<file path="src/rtl/spi_pkg.sv">
// Shared constants and FSM state encodings for the SPI loopback slice.
package spi_pkg;

    localparam int DATA_W  = 12;
    localparam int CLK_DIV = 10;
    localparam int CNT_W   = $clog2(CLK_DIV);
    localparam int BIT_W   = $clog2(DATA_W + 1);

    typedef logic [0:0] mst_state_t;
    localparam mst_state_t M_IDLE = 1'b0;
    localparam mst_state_t M_SEND = 1'b1;

    typedef logic [0:0] slv_state_t;
    localparam slv_state_t S_IDLE = 1'b0;
    localparam slv_state_t S_READ = 1'b1;

endpackage

</file>
<file path="src/rtl/spi_if.sv">
// User-side word bus of the loopback: request/data in, received word and done pulse out.
interface spi_if;
    import spi_pkg::*;

    logic              newd;
    logic [DATA_W-1:0] din;
    logic [DATA_W-1:0] dout;
    logic              done;

    modport master (output newd, din, input dout, done);
    modport slave  (input newd, din, output dout, done);
endinterface

</file>
<file path="src/rtl/spi_master.sv">
// SPI master: owns the sync_clock divider and serialises one word LSB first per cs frame.
module spi_master
    import spi_pkg::*;
(
    input  logic              clk,
    input  logic              rst,
    input  logic              newd,
    input  logic [DATA_W-1:0] din,
    output logic              sclk,
    output logic              cs,
    output logic              mosi
);

    logic [CNT_W-1:0]  cnt;
    logic              sync_clock;
    logic              rise;
    mst_state_t        state;
    logic [DATA_W-1:0] data;
    logic [BIT_W-1:0]  bitcnt;

    // rise is the clk edge on which sync_clock flips 0->1
    assign rise = (cnt == CNT_W'(CLK_DIV - 1)) && !sync_clock;
    assign sclk = sync_clock;

    // NOTE: sequential state uses <= so every register samples pre-edge values.
    always_ff @(posedge clk or posedge rst) begin
        if (rst) begin
            cnt        <= '0;
            sync_clock <= 1'b0;
        end else if (cnt == CNT_W'(CLK_DIV - 1)) begin
            cnt        <= '0;
            sync_clock <= ~sync_clock;
        end else begin
            cnt <= cnt + 1'b1;
        end
    end

    always_ff @(posedge clk or posedge rst) begin
        if (rst) begin
            state  <= M_IDLE;
            cs     <= 1'b1;
            mosi   <= 1'b0;
            data   <= '0;
            bitcnt <= '0;
        end else if (rise) begin
            case (state)
                M_IDLE: begin
                    if (newd) begin
                        data   <= din;
                        cs     <= 1'b0;
                        mosi   <= din[0];
                        bitcnt <= BIT_W'(1);
                        state  <= M_SEND;
                    end
                end
                default: begin
                    // one extra rise after the last bit closes the frame
                    if (bitcnt == BIT_W'(DATA_W)) begin
                        cs     <= 1'b1;
                        mosi   <= 1'b0;
                        bitcnt <= '0;
                        state  <= M_IDLE;
                    end else begin
                        mosi   <= data[bitcnt];
                        bitcnt <= bitcnt + 1'b1;
                    end
                end
            endcase
        end
    end

endmodule

</file>
<file path="src/rtl/spi_slave.sv">
// SPI slave: samples mosi on sclk falling edges while cs is low and emits the word with a done pulse.
module spi_slave
    import spi_pkg::*;
(
    input  logic              clk,
    input  logic              rst,
    input  logic              sclk,
    input  logic              cs,
    input  logic              mosi,
    output logic [DATA_W-1:0] dout,
    output logic              done
);

    logic              sclk_q;
    logic              fall;
    slv_state_t        state;
    logic [BIT_W-1:0]  bitcnt;
    logic [DATA_W-2:0] shreg;

    assign fall = sclk_q && !sclk;

    always_ff @(posedge clk or posedge rst) begin
        if (rst) begin
            sclk_q <= 1'b0;
            state  <= S_IDLE;
            bitcnt <= '0;
            shreg  <= '0;
            dout   <= '0;
            done   <= 1'b0;
        end else begin
            sclk_q <= sclk;
            done   <= 1'b0;
            if (cs) begin
                state  <= S_IDLE;
                bitcnt <= '0;
            end else if (fall) begin
                // LSB first: each new bit enters at the top and older bits slide down
                if (state == S_READ && bitcnt == BIT_W'(DATA_W - 1)) begin
                    dout   <= {mosi, shreg};
                    done   <= 1'b1;
                    bitcnt <= '0;
                    state  <= S_IDLE;
                end else begin
                    shreg  <= {mosi, shreg[DATA_W-2:1]};
                    bitcnt <= (state == S_IDLE) ? BIT_W'(1) : bitcnt + 1'b1;
                    state  <= S_READ;
                end
            end
        end
    end

endmodule

</file>
<file path="src/rtl/spi_loopback_top.sv">
// End-to-end SPI loopback: master S1 drives sclk/cs/mosi straight into slave S2.
module spi_loopback_top
    import spi_pkg::*;
(
    input logic  clk,
    input logic  rst,
    spi_if.slave bus
);

    logic sclk;
    logic cs;
    logic mosi;

    spi_master S1 (
        .clk  (clk),
        .rst  (rst),
        .newd (bus.newd),
        .din  (bus.din),
        .sclk (sclk),
        .cs   (cs),
        .mosi (mosi)
    );

    spi_slave S2 (
        .clk  (clk),
        .rst  (rst),
        .sclk (sclk),
        .cs   (cs),
        .mosi (mosi),
        .dout (bus.dout),
        .done (bus.done)
    );

endmodule

</file>
<file path="src/flat_wrapper.sv">
// flat-port wrapper written by rule: the top's interface ports become plain ports
module spi_loopback_top_flat import spi_pkg::*;
  (clk, rst, bus_newd, bus_din, bus_dout, bus_done);
  spi_if bus_i ();
  input logic clk;
  input logic rst;
  input wire logic [$bits(bus_i.newd)-1:0] bus_newd;
  input wire logic [$bits(bus_i.din)-1:0] bus_din;
  output wire logic [$bits(bus_i.dout)-1:0] bus_dout;
  output wire logic [$bits(bus_i.done)-1:0] bus_done;
  assign bus_i.newd = bus_newd;
  assign bus_i.din = bus_din;
  assign bus_dout = bus_i.dout;
  assign bus_done = bus_i.done;
  spi_loopback_top u_core (.clk(clk), .rst(rst), .bus(bus_i));
endmodule
</file>
<file path="config.mk">
export PLATFORM = sky130hd
export DESIGN_NAME = spi_loopback_top_flat
export DESIGN_NICKNAME = d
export VERILOG_FILES = /design/src/rtl/spi_pkg.sv /design/src/rtl/spi_if.sv /design/src/rtl/spi_master.sv /design/src/rtl/spi_slave.sv /design/src/rtl/spi_loopback_top.sv /design/src/flat_wrapper.sv
export SDC_FILE = /design/constraint.sdc
export NUM_CORES = 1
export LEC_CHECK = 0
export BUFFER_PORTS_ARGS = -buffer_cell sky130_fd_sc_hd__buf_2
export CELL_PAD_IN_SITES_DETAIL_PLACEMENT = 0
export CELL_PAD_IN_SITES_GLOBAL_PLACEMENT = 1
export CORE_MARGIN = 1.5
export CORE_UTILIZATION = 42
export CTS_BUF_LIST = sky130_fd_sc_hd__clkbuf_16
export CTS_CLUSTER_SIZE = 16
export DETAILED_ROUTE_END_ITERATION = 16
export PLACE_DENSITY = 0.81
export SETUP_SLACK_MARGIN = 0.4
export SLEW_MARGIN = 20
export SYNTH_ARGS = -nofsm -noshare
export SYNTH_HDL_FRONTEND = slang
export SYNTH_SLANG_ARGS = --single-unit
</file>
<file path="constraint.sdc">
create_clock -name clk -period 1.5 [get_ports clk]
set_input_delay 0.15 -clock clk [delete_from_list [all_inputs] [get_ports clk]]
set_output_delay 0.15 -clock clk [all_outputs]
set_load 0.01 [all_outputs]
</file>
Word level (Yosys, flattened, before mapping)
Cells that the tools add are included.
{"block": "classes", "n_addsub": 3, "n_lt_le_gt_ge": 1, "eq_ne": 4, "n_mux": 25, "bitwise_logic": 4, "n_reduce_logical": 11}
{"operator": "$mux 4", "count": 8}
{"operator": "$mux 1", "count": 16}
{"operator": "$add 4x1->4 const B", "count": 3}
{"operator": "$eq 4x4->1 const B", "count": 3}
{"operator": "$reduce_and 3->1", "count": 4}
{"operator": "$lt 4x5->1 const B", "count": 1}
{"operator": "$bmux 1 s4", "count": 1}
{"operator": "$not 1->1", "count": 4}
{"operator": "$reduce_bool 2->1", "count": 2}
{"operator": "$logic_and 1x1->1", "count": 3}
{"operator": "$ne 2x1->1 const B", "count": 1}
{"operator": "$reduce_and 2->1", "count": 1}
{"operator": "$logic_not 1->1", "count": 1}
{"block": "word_totals", "ff_bits": 54, "out_inout_bits": 13, "elab_cells": 61}

Depth between registers and ports, before layout
Gate-level depths: netlist of run 1.
{"block": "logic_depth", "word_depth": 5, "ltp_mapped": 7, "depth_no_buf": 6}

By module
From an unflattened synthesis of run 1, not the netlist that was laid out.
{"block": "hier_totals", "cells_unflattened": 179, "hier_area_um2": 2452.4}
{"mod": "spi_slave", "instances": 1, "cells_per_inst": 85, "area_each_um2": 1257.5, "seq_area_each_um2": 750.7}
{"mod": "spi_master", "instances": 1, "cells_per_inst": 94, "area_each_um2": 1194.9, "seq_area_each_um2": 601.8}

Worst setup path before layout of run 1
Ideal clock, no wire load.
{"block": "synth_timing", "path_type": "register to register", "start": "register u_core.S1.cnt[2]", "end": "register u_core.S1.data[10]", "t_arrival_ps": 1450, "path_slack_ps": -75, "path_stages_with_launch": 6, "path_cell_list": "dfrtp_1 and4bb_4 nand3_4 nor2_4 buf_8 mux2_4"}
{"block": "synth_via", "elab_chain_len": 3}
{"element": "start: declaration", "line": "spi_master.sv:14", "rtl": "logic [CNT_W-1:0] cnt;"}
{"element": "start signal: assignment", "line": "spi_master.sv:34", "rtl": "cnt <= cnt + 1'b1;"}
{"element": "$eq 4x4->1", "line": "spi_master.sv:22", "rtl": "assign rise = (cnt == CNT_W'(CLK_DIV - 1)) && !sync_clock;"}
{"element": "$logic_and 1x1->1", "line": "spi_master.sv:22"}
{"element": "$reduce_and 3->1 (no source line)"}
{"element": "end signal: assignment", "line": "spi_master.sv:49", "rtl": "data <= din;"}
{"element": "end: declaration", "line": "spi_master.sv:18", "rtl": "logic [DATA_W-1:0] data;"}
No other way between the ends.
A chain may end at the register's enable or synchronous reset.

Final worst setup path of run 1
{"block": "layout_timing", "start": "register u_core.S1.cnt[2]", "end": "register u_core.S1.data[1]"}
Same word-level chain as after synthesis.

==> key figures, run 1 <==
Power
  – Total Power: around 0.0032 W
  – Worst IR Drop VDD: between 400 and 500 uV
  – Lkg Pwr: approximately 1.8 nW
  – Power Dens Cells: between 900 and 1000 nW/um^2

Die
  – IO Pins: 28
  – Starting Density: 43.3%
  – Die Area: 6140 sq um
  – Core box area: 5510 sq um
  – Rows: 27
  – Die X-Extent: 78.4 um
  – Die Height: 78.4 um

CTS
  – CTS sink count: 54
  – Clock Path Buffers: 2
  – Root buf cell: clkbuf_16
  – CTS tree: yes
  – Reg clk slew, reported paths: 70 ps
  – H-tree depth: 2
  – TritonCTS buffer count: 5
  – Clock latency on the worst-skew pair: a little under 300 ps

Status
  – Failing checks: negative setup slack
  – Outcome: complete, but fails checks

Timing
  – Period Utilization, post-route: 103%
  – Worst Max-Slew Pin Slew: 409 ps
  – Fmax: 649 MHz
  – Count of final hold-check violations: 0
  – Clock skew: 6.17 ps
  – Post-layout worst setup margin: -40.3 ps
  – Min Tclk post-route: 1540 ps
  – Hold WS: 85.7 ps
  – Setup-failing EPs final: 29
  – Slew HR: 72.7%
  – Slew Viols, Final: 0
  – Unrepaired setup endpoints after global routing: true

Route
  – DR vias: 1,567
  – Routed WL: 4650 um
  – Residual DRC: 0
  – Wirelength per Cell: 14.6 um
  – Post-DRT Antenna Nets: 0
  – Vias per cell: approximately 5
  – Initial DRC Count: 67
  – DRT Pass-1 Iters: 4

Logic synthesis
  – Synthesized Nets: roughly 190
  – Post-synth EDFFs: 0
  – Avg Inst Size Synth: 13.8 sq um
  – Sequential share of the synthesized area: 56.7%
  – Mapped Cells: 173
  – Area fraction of the dominant cell type after synthesis: 55.6%
  – FFs w/ async S/R, synth: 100%
  – Top cells by area, synth: dfrtp_1 56%, mux2_2 12%, mux2_4 6.3%
  – Synth area leader: dfrtp_1
  – Yosys synthesis warning count: 0
  – Top post-synthesis cells by count: 53 x dfrtp_1, 25 x mux2_2, 14 x nand2_1, 10 x mux2_4
  – Synth Register Bits: 54
  – Cell variety after synth: 38
  – Syn Std Cell Area: 2380 sq um
  – Most used DFF post-synth: dfrtp_1
  – Top-count cell post-synth: dfrtp_1

Worst setup path
  – Nature of the critical path endpoint: flip-flop
  – Critical Path AT: around 1700 ps
  – Critical path data required time: 1680 ps
  – Startpoint Class: flip-flop
  – Critical path type: reg -> reg
  – Crit path max fanout: 12

Run
  – Max Cap Viol: 0

Global route
  – Tot GR Track Use: 16.0%
  – Global-route wire length before repair: around 7700 um
  – Vias in the first global route: 1,540
  – Gr ovfl total: 0
  – Initial antenna violation count: 0
  – Pin count of the biggest net entering global routing: 38

Worst hold path
  – Worst Hold Class: in -> reg

Placed design
  – I/O Buffers: 27
  – GPL Wtd Cong: 0.836
  – Hpwl dp: between 2000 and 3000 um
  – Placed Instance Area: 2840 sq um

Final layout
  – Layout area overhead: 44.3%
  – Final instance area: about 3400 sq um
  – Proportion of layout cells with a drive suffix above 1: 58.9%
  – Number of fillers in the final layout: 410
  – Diodes inserted: 0
  – # nets final: 263
[cells in the final DEF, fill, tap and decap left out, types with 3 or more instances in the layout]
cell type  instances
dfrtp_1           52
mux2_4            35
buf_2             27
buf_4             20
buf_6             16
nand2_1           10
o21ai_1            7
clkbuf_16          5
nand3_1            4
inv_1              4
mux2i_1            4
buf_12             4
inv_4              3
a21oi_2            3
nand2_2            3
a22o_1             3
[layout make-up]
cell class,instances,area (sq um),area share (%)
multi-input combinational,106,1180,34.3
sequential,54,1350,39.3
inverter,9,45.0,1.31
tap,72,90.1,2.62
clock inverter,3,63.8,1.85
timing repair buffer,69,583,16.9
clock buffer,5,125,3.64
[timing repair]
item / CTS / global route
hold endpoints to repair: 17 / 0
hold buffers: 1 / 0
gates cloned: 2 / 0
setup buffers: 10 / 12
setup endpoints to repair: 48 / 50
resized for setup: 22 / 35
pin swaps: 5 / 15
[flip-flops by register name, indices dropped and copies added, names as in the netlist, 4 cells and up]
register,count
u_core.S1.data,12
u_core.S2.dout,12
u_core.S2.shreg,11
u_core.S1.bitcnt,4
u_core.S1.cnt,4
u_core.S2.bitcnt,4
[worst max-delay path, cell delays in order (launching register included)]
cell	delay, ps
dfrtp_1	390
and4bb_4	370
nand3_4	80
nor2_4	110
buf_12	160
mux2_4	300
[path summary, 6_finish.rpt]
path	startpoint	endpoint	slack, ps	cells after the start
setup / recovery	u_core.S1.cnt[2]	u_core.S1.data[1]	-40	5
hold / removal	bus_din[3]	u_core.S1.data[3]	90	2
setup reg to reg	u_core.S1.cnt[2]	u_core.S1.data[1]	-40	5
hold reg to reg	u_core.S2.dout[6]	u_core.S2.dout[6]	510	1
max in group asynchronous	rst	u_core.S1.cs	530	4
min in group asynchronous	rst	u_core.S1.data[7]	400	3
[report_power, final]
group | leakage (nW) | internal [W] | total, W | switching, W
sequential | 0.696 | 0.00149 | 0.00152 | 0.0000286
combinational | 0.983 | 0.000132 | 0.000227 | 0.0000953
clock | 0.0915 | 0.000951 | 0.00146 | 0.000510
[cell families after synthesis]
logic type	after synthesis	share of synthesized area (%)
flops	54	56.7
mux	41	22.0
simple gates	34	8.55
fa+ha+maj	3	1.57
compound gates	23	6.35
xor+xnor	4	1.47
buf+inv	14	3.36
[stage by stage]
| stage | util, % | TNS [ps] | setup WS (ps) | std cells |
|---|---|---|---|---|
| finish | 62.5 | -761 | -40.3 | 318 |
| floorplan | - | -751 | -75.1 | 173 |
| global placement | 51.5 | -34.2 | -34.2 | 285 |
| global route | 62.5 | -2390 | -94.1 | 318 |
| detailed placement | 51.5 | -48.6 | -18.4 | 285 |
| CTS | 58.7 | -246 | -17.3 | 306 |
[per-layer routing]
metal	track usage, %	wire length [um]
met1	22.1	2230
met2	25.6	2200
met3	3.14	155
met4	4.82	59
met5	0	0
Note: power is estimated with default switching activity, not from simulation.
==> inputs of run 2 (changes only) <==
- CELL_PAD_IN_SITES_DETAIL_PLACEMENT: 0 -> not set
- CELL_PAD_IN_SITES_GLOBAL_PLACEMENT: 1 -> not set
- CORE_UTILIZATION: 42 -> 51
==> key figures, run 2 (same netlist as run 1, synthesis figures left out) <==
Status
  – Outcome: complete, but fails checks (unchanged)
  – Failing checks: negative setup slack (unchanged)

Global route
  – Initial antenna violation count: 0 (unchanged)
  – Global-route wire length before repair: 7820 um (was 7670 um)
  – Pin count of the biggest net entering global routing: 27 (was 38)
  – Tot GR Track Use: 19.9% (was 16.0%)
  – Vias in the first global route: 1,666 (was 1,540)
  – Gr ovfl total: 0 (unchanged)

Final layout
  – Final cell count without fillers: 290 (was 318)
  – Diodes inserted: 0 (unchanged)
  – # nets final: 255 (was 263)
  – Finished Core Util: 75.1% (was 62.5%)
  – Proportion of layout cells with a drive suffix above 1: 58.8% (was 58.9%)
  – Layout area overhead: 38.9% (was 44.3%)
  – Commonest non-fill, non-tap cells in the layout: 51 x dfrtp_1, 35 x mux2_4, 27 x buf_2 (was 52 x dfrtp_1, 35 x mux2_4, 27 x buf_2)
  – Number of fillers in the final layout: 255 (was 410)
  – Largest regs: u_core.S1.data: 12 flops, u_core.S2.dout: 12 flops, u_core.S2.shreg: 11 flops (unchanged)
  – Commonest non-fill, non-tap cell in the layout: dfrtp_1 (unchanged)

Run
  – Max Cap Viol: 0 (unchanged)

Die
  – Starting Density: 54.0% (was 43.3%)
  – Core box area: 4410 sq um (was 5510 sq um)
  – IO Pins: 28 (unchanged)
  – Die Area: 5100 sq um (was 6140 sq um)
  – Rows: 24 (was 27)
  – Die X-Extent: 71.4 um (was 78.4 um)
  – Die Height: 71.4 um (was 78.4 um)

Worst setup path
  – Startpoint Class: flip-flop (unchanged)
  – Nature of the critical path endpoint: flip-flop (unchanged)
  – Critical path type: reg -> reg (unchanged)
  – Buf+Inv Stages, Crit Path: 1 (unchanged)
  – Critical Path AT: 1750 ps (was 1720 ps)
  – CP Cell Sequence: and4bb_4, nand3_4, nor2_4, buf_12, mux2_4 (unchanged)
  – Critical path data required time: 1670 ps (was 1680 ps)
  – Crit path max-delay family: simple AND/OR/NAND/NOR gates (unchanged)
  – Highest-delay cell along the critical path: dfrtp_1 (unchanged)
  – Slowest Stage Delay on Critical Path: 380 ps (was 390 ps)
  – Crit path max fanout: 10 (was 12)

Timing
  – Clock skew: 5.11 ps (was 6.17 ps)
  – Setup-failing EPs final: 14 (was 29)
  – Count of final hold-check violations: 0 (unchanged)
  – Period Utilization, post-route: 105% (was 103%)
  – Min Tclk post-route: 1580 ps (was 1540 ps)
  – Slew Viols, Final: 0 (unchanged)
  – Unrepaired setup endpoints after global routing: true (unchanged)
  – Fmax: 633 MHz (was 649 MHz)
  – Worst Max-Slew Pin Slew: 443 ps (was 409 ps)
  – Post-layout worst setup margin: -79.5 ps (was -40.3 ps)
  – Slew HR: 70.5% (was 72.7%)

CTS
  – Root buf cell: clkbuf_16 (unchanged)
  – H-tree depth: 2 (unchanged)
  – Clock Path Buffers: 2 (unchanged)
  – CTS tree: yes (unchanged)
  – Reg clk slew, reported paths: 70 ps (about the same)
  – Clock latency on the worst-skew pair: 290 ps (about the same)
  – TritonCTS buffer count: 5 (unchanged)
  – CTS sink count: 54 (unchanged)

Route
  – Routed WL: 4720 um (was 4650 um)
  – DRT Pass-1 Iters: 4 (unchanged)
  – Post-DRT Antenna Nets: 0 (unchanged)
  – Initial DRC Count: 66 (was 67)
  – DR vias: 1,573 (was 1,567)
  – Vias per cell: 5.42 (was 4.93)
  – Residual DRC: 0 (unchanged)
  – Wirelength per Cell: 16.3 um (was 14.6 um)

Worst hold path
  – Worst Hold Class: in -> reg (unchanged)

Power
  – Power Dens Cells: 960 nW/um^2 (was 932 nW/um^2)
  – Worst IR Drop VDD: 605 uV (was 499 uV)
  – Lkg Pwr: 1.70 nW (was 1.77 nW)

Placed design
  – Placed Instances: 263 (was 285)
  – Hpwl dp: 2880 um (was 2800 um)
  – I/O Buffers: 27 (unchanged)
  – GPL Wtd Cong: 0.773 (was 0.836)
## run 2: layout make-up
class                      instances  area (sq um)  share of cell area (%)
tap                               52          65.1                    1.96
clock inverter                     3          63.8                    1.93
timing repair buffer              61           468                    14.1
inverter                           9          42.5                    1.28
multi-input combinational        106          1190                    36.0
clock buffer                       5           125                    3.78
sequential                        54          1360                    40.9
## run 2: layer usage
layer	wire, um	track usage, %
met1	1990	23.5
met2	2450	35.5
met3	205	5.20
met4	71	6.08
met5	0	0
## run 2: stage by stage
| stage | total power [W] | hold slack (ps) | instance area (sq um) | setup WS (ps) | setup TNS [ps] |
|---|---|---|---|---|---|
| floorplan | 0.00168 | 217 | 2500 | -75.1 | -751 |
| global placement | 0.00174 | 163 | 2800 | -8.74 | -41.0 |
| detailed placement | 0.00174 | 163 | 2800 | -37.7 | -340 |
| CTS | 0.00320 | 85.8 | 3190 | -42.7 | -535 |
| global route | 0.00330 | 85.4 | 3310 | -139 | -2410 |
| finish | 0.00318 | 87.3 | 3310 | -79.5 | -827 |
## run 2: final timing paths
check | from | endpoint | slack, ps | depth (start not counted)
worst max-delay path | u_core.S1.cnt[2] | u_core.S1.data[11] | -80 | 5
worst min-delay path | bus_din[9] | u_core.S1.data[9] | 90 | 2
worst max register to register | u_core.S1.cnt[2] | u_core.S1.data[11] | -80 | 5
worst min register to register | u_core.S1.sclk | u_core.S2.sclk_q | 430 | 0
max in group asynchronous | rst | u_core.S1.cs | 600 | 4
min in group asynchronous | rst | u_core.S1.data[2] | 400 | 3
## run 2: worst reg2reg max path: stages, from the launching register on
cell and delay [ps]:
dfrtp_1 380, and4bb_4 360, nand3_4 100, nor2_4 160, buf_12 160, mux2_4 300
## run 2: repair_timing
action,4_1_cts,5_1_grt
buffers inserted,10,7
cloned,1,0
endpoints found under the setup margin,48,50
endpoints found under the hold margin,15,0
hold buffers,1,0
pin swaps,14,8
resized for setup,32,21
## run 2: power by group
part / internal (W) / switching, W / leakage, nW / total (W)
Sequential: 0.00149 / 0.0000338 / 0.695 / 0.00153
Clock: 0.000950 / 0.000487 / 0.0915 / 0.00144
Combinational: 0.000128 / 0.0000877 / 0.915 / 0.000216
Total: 0.00257 / 0.000608 / 1.70 / 0.00318
